$ cat src/rtl/conv_pixel_feeder.sv
// Streams a square image from memory in raster order into a convolution datapath and
// tags the datapath results that correspond to full KERNEL_SIZE x KERNEL_SIZE windows.
module conv_pixel_feeder #(
  parameter int DATA_WIDTH  = 16,
  parameter int KERNEL_SIZE = 5,
  parameter int IMAGE_SIZE  = 28,
  parameter int ADDR_WIDTH  = 10,
  parameter int DP_LATENCY  = 1,
  parameter int IDX_WIDTH   = 5
) (
  input  logic                         clk,
  input  logic                         reset,
  input  logic                         start,
  input  logic                         stall,
  output logic                         mem_rd_en,
  output logic [ADDR_WIDTH-1:0]        mem_addr,
  input  logic [DATA_WIDTH-1:0]        mem_rd_data,
  output logic signed [DATA_WIDTH-1:0] pixel_input,
  output logic                         write,
  output logic                         result_valid,
  output logic [IDX_WIDTH-1:0]         out_row,
  output logic [IDX_WIDTH-1:0]         out_col,
  output logic                         busy,
  output logic                         done
);

  localparam int NPIX = IMAGE_SIZE * IMAGE_SIZE;
  localparam int CW   = $clog2(DP_LATENCY + 2) + 1;
  localparam logic [ADDR_WIDTH-1:0] LAST_ADDR = ADDR_WIDTH'(NPIX - 1);
  localparam logic [IDX_WIDTH-1:0]  KM1       = IDX_WIDTH'(KERNEL_SIZE - 1);
  localparam logic [IDX_WIDTH-1:0]  LAST_COL  = IDX_WIDTH'(IMAGE_SIZE - 1);
  localparam logic [CW-1:0]         DRAIN_END = CW'(DP_LATENCY + 1);

  typedef enum logic [1:0] {IDLE, FETCH, DRAIN, DONE} state_t;

  state_t                          r_state, w_next;
  logic [ADDR_WIDTH-1:0]           r_addr;
  logic                            w_rd, w_last_rd, w_accept;
  logic                            r_rd_d1;
  logic [IDX_WIDTH-1:0]            r_row, r_col;
  logic [IDX_WIDTH-1:0]            r_wr_row, r_wr_col;
  logic [CW-1:0]                   r_dcnt;
  logic                            w_vld0;
  logic [IDX_WIDTH-1:0]            w_orow0, w_ocol0;
  logic [DP_LATENCY:1]             r_vld_pipe;
  logic [DP_LATENCY:1][IDX_WIDTH-1:0] r_row_pipe, r_col_pipe;

  assign w_accept  = (r_state == IDLE) && start;
  assign w_last_rd = w_rd && (r_addr == LAST_ADDR);

  always_ff @(posedge clk) begin
    if (!reset) r_state <= IDLE;
    else        r_state <= w_next;
  end

  // Outputs are gated by reset so nothing leaks out during the reset cycle itself.
  always_comb begin
    w_next = r_state;
    w_rd   = 1'b0;
    busy   = 1'b0;
    done   = 1'b0;
    case (r_state)
      IDLE:  if (start) w_next = FETCH;
      FETCH: begin
        w_rd = reset && !stall;
        if (w_last_rd) w_next = DRAIN;
      end
      DRAIN: if (r_dcnt == DRAIN_END) w_next = DONE;
      DONE: begin
        done   = reset;
        w_next = IDLE;
      end
      default: w_next = IDLE;
    endcase
    if (r_state != IDLE) busy = reset;
  end

  assign mem_rd_en = w_rd;
  assign mem_addr  = r_addr;

  always_ff @(posedge clk) begin
    if (!reset)                  r_addr <= '0;
    else if (w_accept)           r_addr <= '0;
    else if (w_rd && !w_last_rd) r_addr <= r_addr + 1'b1;
  end

  // DRAIN ends once the final write and its DP_LATENCY result delay have both elapsed.
  always_ff @(posedge clk) begin
    if (!reset)                r_dcnt <= '0;
    else if (r_state == DRAIN) r_dcnt <= r_dcnt + 1'b1;
    else                       r_dcnt <= '0;
  end

  // Read data lands one cycle after the strobe; capture it with the coordinates of that pixel.
  always_ff @(posedge clk) begin
    if (!reset) begin
      r_rd_d1     <= 1'b0;
      write       <= 1'b0;
      pixel_input <= '0;
      r_row       <= '0;
      r_col       <= '0;
      r_wr_row    <= '0;
      r_wr_col    <= '0;
    end else begin
      r_rd_d1 <= w_rd;
      write   <= r_rd_d1;
      if (w_accept) begin
        r_row <= '0;
        r_col <= '0;
      end else if (r_rd_d1) begin
        pixel_input <= $signed(mem_rd_data);
        r_wr_row    <= r_row;
        r_wr_col    <= r_col;
        if (r_col == LAST_COL) begin
          r_col <= '0;
          r_row <= r_row + 1'b1;
        end else begin
          r_col <= r_col + 1'b1;
        end
      end
    end
  end

  assign w_vld0  = write && (r_wr_row >= KM1) && (r_wr_col >= KM1);
  assign w_orow0 = r_wr_row - KM1;
  assign w_ocol0 = r_wr_col - KM1;

  // Result tag pipeline runs freely; coordinate stages only load with a valid so they hold.
  always_ff @(posedge clk) begin
    if (!reset) begin
      r_vld_pipe <= '0;
      r_row_pipe <= '0;
      r_col_pipe <= '0;
    end else begin
      r_vld_pipe[1] <= w_vld0;
      if (w_vld0) begin
        r_row_pipe[1] <= w_orow0;
        r_col_pipe[1] <= w_ocol0;
      end
      for (int s = 2; s <= DP_LATENCY; s++) begin
        r_vld_pipe[s] <= r_vld_pipe[s-1];
        if (r_vld_pipe[s-1]) begin
          r_row_pipe[s] <= r_row_pipe[s-1];
          r_col_pipe[s] <= r_col_pipe[s-1];
        end
      end
    end
  end

  assign result_valid = r_vld_pipe[DP_LATENCY];
  assign out_row      = r_row_pipe[DP_LATENCY];
  assign out_col      = r_col_pipe[DP_LATENCY];

endmodule

$ cat config.mk
export PLATFORM = sky130hd
export DESIGN_NAME = conv_pixel_feeder
export DESIGN_NICKNAME = d
export VERILOG_FILES = /design/src/rtl/conv_pixel_feeder.sv
export SDC_FILE = /design/constraint.sdc
export NUM_CORES = 1
export LEC_CHECK = 0
export ABC_AREA = 1
export ABC_CLOCK_PERIOD_IN_PS = 1500
export CORE_MARGIN = 5
export CORE_UTILIZATION = 45
export CTS_BUF_LIST = sky130_fd_sc_hd__clkbuf_16
export DETAILED_ROUTE_END_ITERATION = 6
export GPL_TIMING_DRIVEN = 0
export PLACE_DENSITY_LB_ADDON = 0.15
export REMOVE_ABC_BUFFERS = 1
export SLEW_MARGIN = 10
export SYNTH_ARGS = -nofsm -noshare
export SYNTH_HDL_FRONTEND = slang
export SYNTH_SLANG_ARGS = --single-unit
$ cat constraint.sdc
create_clock -name clk -period 1.5 [get_ports clk]
set_input_delay 0.3 -clock clk [delete_from_list [all_inputs] [get_ports clk]]
set_output_delay 0.3 -clock clk [all_outputs]
set_load 0.05 [all_outputs]
==> Word level (Yosys, flattened, before mapping) <==
Index checks and enable logic that the tools add are counted.
{ "word_totals": {"ff_bits": 64, "in_bits": 20, "output_inout_bits": 41, "wordCells": 55} }
{ "op_classes": {"addsub": 6, "magnitude_cmp": 2, "eq_ne": 9, "n_mux": 8, "bitwise": 2, "n_reduce_logical": 15} }
{ "ops": {"columns": ["operator", "count"], "rows": [
  ["$add 10x1->10 const B", 1],
  ["$add 5x1->5 const B", 2],
  ["$eq 10x10->1 const B", 1],
  ["$ge 5x3->1 const B", 2],
  ["$sub 5x3->5 const B", 2],
  ["$pmux 2 s4", 1],
  ["$logic_and 1x1->1", 6],
  ["$mux 2", 3],
  ["$ne 2x2->1 const B", 3],
  ["$reduce_and 2->1", 3],
  ["$eq 5x5->1 const B", 1],
  ["$mux 5", 1],
  ["$eq 2x2->1 const B", 2],
  ["$add 3x1->3 const B", 1],
  ["$eq 3x2->1 const B", 1],
  ["$mux 1", 3],
  ["$reduce_and 3->1", 1],
  ["$eq 2x1->1 const B", 1],
  ["$logic_not 1->1", 2],
  ["$logic_not 2->1", 1],
  ["$not 1->1", 2],
  ["$reduce_bool 2->1", 1],
  ["$reduce_or 2->1", 1]
]} }

==> Logic depth before layout (Yosys ltp) <==
{ "depth": {"word_depth": 6, "depth_mapped": 9, "mapped_depth_nobuf": 9} }

==> Least setup slack after synthesis <==
No wires, ideal clock.
{ "synth_path": {"kind": "register to register", "start": "reg r_addr[0], in the netlist mem_addr[0]", "end": "reg r_addr[0], in the netlist mem_addr[0]", "setup_time_ns": 0.123, "arrival_time_ns": 1.663, "required_time_ns": 1.377, "path_slack_ns": -0.286, "path_stages_with_launch": 8, "path_buffers": 0, "synth_period_minus_slack_ns": 1.786, "path_cell_list": "dfxtp_1 ha_1 nand3_2 nor2_4 nand2_1 nand2_2 or2_1 a21oi_1"} }
{ "synth_between": {"elab_chain_len": 4, "word_cells_on_any_way": 5, "classes_between": "add/sub (1); eq/ne (1); reduce/logical (3)"} }
{ "synth_lines": {"columns": ["element", "line_no", "source"], "rows": [
  ["start: declaration", "37", "logic [ADDR_WIDTH-1:0] r_addr;"],
  ["start signal: assignment", "84", "else if (w_rd && !w_last_rd) r_addr <= r_addr + 1'b1;"],
  ["branches (longest 4 deep; another with $add 10x1->10)", null, null]
]} }
Several ways; the timed one is not identified.
A chain may end at the register's enable or synchronous reset.

==> Worst setup path after layout <==
{ "layout_path": {"start": "reg r_state[0]", "end": "out mem_rd_en"} }
{ "layout_between": {"elab_chain_len": 2} }
{ "layout_lines": {"columns": ["element", "line_no", "source"], "rows": [
  ["start: declaration", "36", "state_t r_state, w_next;"],
  ["start signal: assignment", "53", "else r_state <= w_next;"],
  ["$eq 2x1->1", "62", "case (r_state)"],
  ["$mux 1", "62", null],
  ["end: declaration", "15", "output logic mem_rd_en,"]
]} }
Every way passes these cells.

==> impl_metrics.tcl <==
set metrics [dict create \
    yosysWarningCount 0 \
    worstSetupStartpointType "flop" \
    stdcell_count 532 \
    maxCapViolations 0 \
    dp_hpwl_um 4280 \
    cts.sinks 64 \
    layout_setup_ws_ns -0.0951 \
    worstHoldStart "reset" \
    synth_top_area_share 0.459 \
    post-route-drc-count 0 \
    finalWeightedCongestion 0.829 \
    core_sq_mm 0.00599 \
    finalSetupViolations 26 \
    detail_route.wl_per_cell_um 14.0 \
    clockBufferDepth 2 \
    drtIter0Drc 145 \
    cts_buffers 9 \
    final_core_util 0.693 \
    crit_fanout 4 \
    period_share 1.06 \
    worstMarginPinSlew_ns 0.527 \
    syn_inst 366 \
    dp.cells 490 \
    async_flop_share 0 \
    fin_nets 487 \
    grt_util_met2 0.311 \
    drtAntennaViolNets 0 \
    finalMaxSlewViolations 0 \
    r2r_start "r_state[0]" \
    ios 61 \
    crit_required_ns 1.20 \
    fmax_mhz 627 \
    slew_headroom 0.650 \
    startpoint "r_state[0]" \
    synth_area_leaders "dfxtp_1 46%, nor2_1 8.6%, nand2_1 7.4%, ha_1 6.3%, o21ai_0 5.9%" \
    power_density_mw_per_mm2 1240 \
    rsz0062_at_grt "yes" \
    dieWidth_um 88.8 \
    seq_area_frac_synth 0.459 \
    drive_gt1_frac 0.241 \
    hold_viol 0 \
    clkTransAtPathRegs_ns 0.05 \
    grt_util_met1 0.238 \
    use_met3 0.0568 \
    clock-root-buffer "clkbuf_16" \
    drt-total-wl_um 7470 \
    grt_pass1_wl_um 11600 \
    gr-total-overflow 0 \
    clock_latency_ns 0.33 \
    min_period_ns 1.60 \
    vias 2692 \
    avgSynthCellArea_sq_um 7.63 \
    synth_cell_types 27 \
    p_leak_nw 1.72 \
    finalClockSkew_ns 0.00701 \
    final_cell_mix "57 x nor2_1, 57 x dfxtp_1, 52 x nand2_1" \
    n_antenna_cell 0 \
    critical_path_arrival_ns 1.30 \
    antenna_found_initial 0 \
    violations "negative setup slack" \
    critPathKind "flop to output pin" \
    syn_to_final_growth_pct 48.5 \
    num_rows 28 \
    cts_tree "yes" \
    vdd_ir_drop_max_uv 1020 \
    endpoint_kind "output pin" \
    grt_pass1_vias 2443 \
    viasPerCell 5.06 \
    io_buffers 60 \
    htreeDepth 3 \
    grt_usage 0.191 \
    initial_core_util 0.466 \
    outcome "complete, but fails checks" \
    synth_top_cell_by_area "dfxtp_1" \
    ctsHoldBuffers 0 \
    synth_edf_count 0 \
    dieArea_sq_mm 0.00788 \
    drtPass1Iterations 4 \
    grt_max_degree 35 \
    hp-class "input pin to flop" \
    busiest_layer "met2" \
    syn-cell-area_sq_mm 0.00279 \
    synth_ff_type "dfxtp_1" \
    die_h_um 88.8 \
    synth-seq-cells 64 \
]
-- final timing paths --
path	to	slack, ns	cells past startpoint
setup / recovery	mem_rd_en	-0.1	5
hold / removal	write	0.38	3
setup reg to reg	mem_addr[4]	-0.07	9
hold reg to reg	r_dcnt[0]	0.45	1
-- flip-flops by register name, indices dropped and copies added, names as in the netlist, 2 cells and up --
name and cells:
pixel_input 16, mem_addr 10, out_col 5, out_row 5, r_col 5, r_row 5
r_wr_col 5, r_wr_row 5, r_dcnt 3, r_state 2
-- where the power goes --
part | total (mW) | internal [mW] | switching, mW
sequential | 1.92 | 1.83 | 0.0938
clock | 1.79 | 1.08 | 0.711
combinational | 1.44 | 0.581 | 0.862
total | 5.16 | 3.49 | 1.67
-- what timing repair did --
| item | CTS | global route |
|---|---|---|
| endpoints found under the setup margin | 104 | 84 |
| buffers inserted | 11 | 8 |
| gates cloned | 6 | 2 |
| pin swaps | 7 | 11 |
| resized for setup | 128 | 76 |
-- final cells by class --
type	instances	area (sq um)
sequential	64	1290
tap	75	93.8
clock inverter	6	28.8
fill	474	1840
inverter	40	158
timing repair buffer	82	813
clock buffer	9	225
multi-input combinational	253	1510
timing repair inverter	3	22.5
-- cell families after synthesis --
| group | Yosys count | synth area share |
|---|---|---|
| fa+ha+maj | 14 | 0.0627 |
| flops | 64 | 0.459 |
| simple gates | 158 | 0.249 |
| compound gates | 71 | 0.134 |
| buf+inv | 52 | 0.0739 |
| xor+xnor | 7 | 0.0219 |
-- through the flow --
step / instance area, sq um / setup TNS [ns] / total power, mW / hold slack, ns / worst slack (ns)
final: 4150 / -0.607 / 5.16 / 0.380 / -0.0951
after global routing: 4150 / -2.95 / 5.42 / 0.404 / -0.166
after CTS: 3970 / -0.237 / 5.00 / 0.357 / -0.120
after detailed placement: 3450 / -63.70 / 2.95 / 0.453 / -1.80
after global placement: 3430 / -93.69 / 2.92 / 0.433 / -2.06
after floorplan: 2740 / -22.17 / 2.62 / 0.372 / -0.922
-- synth_stat cells (2+ instances only) --
master,count
nand4_1,12
nor2_1,64
nand3_1,11
nor2_4,2
nand2_1,55
clkbuf_1,6
a21oi_1,32
nand3_2,3
nand2_2,3
xor2_1,5
buf_4,2
xnor2_1,2
buf_2,3
and2_1,2
o21ai_1,2
o21ai_0,33
ha_1,14
dfxtp_1,64
inv_1,40
nor3_1,4
-- worst max-delay path: stages, from the launching register on --
cell     delay, ns
dfxtp_4       0.37
buf_6         0.10
ha_4          0.14
nand2_4       0.06
nor2_4        0.14
buf_8         0.16
-- per-layer routing --
metal  vias up  part of all wire  wire, um
met2        58              0.51      3790
li1       1367                 -         -
met4         0             0.017       126
met1      1252              0.44      3260
met3        15             0.040       297
met5         -                 0         0
No activity file was read; power rests on OpenSTA's default activity.
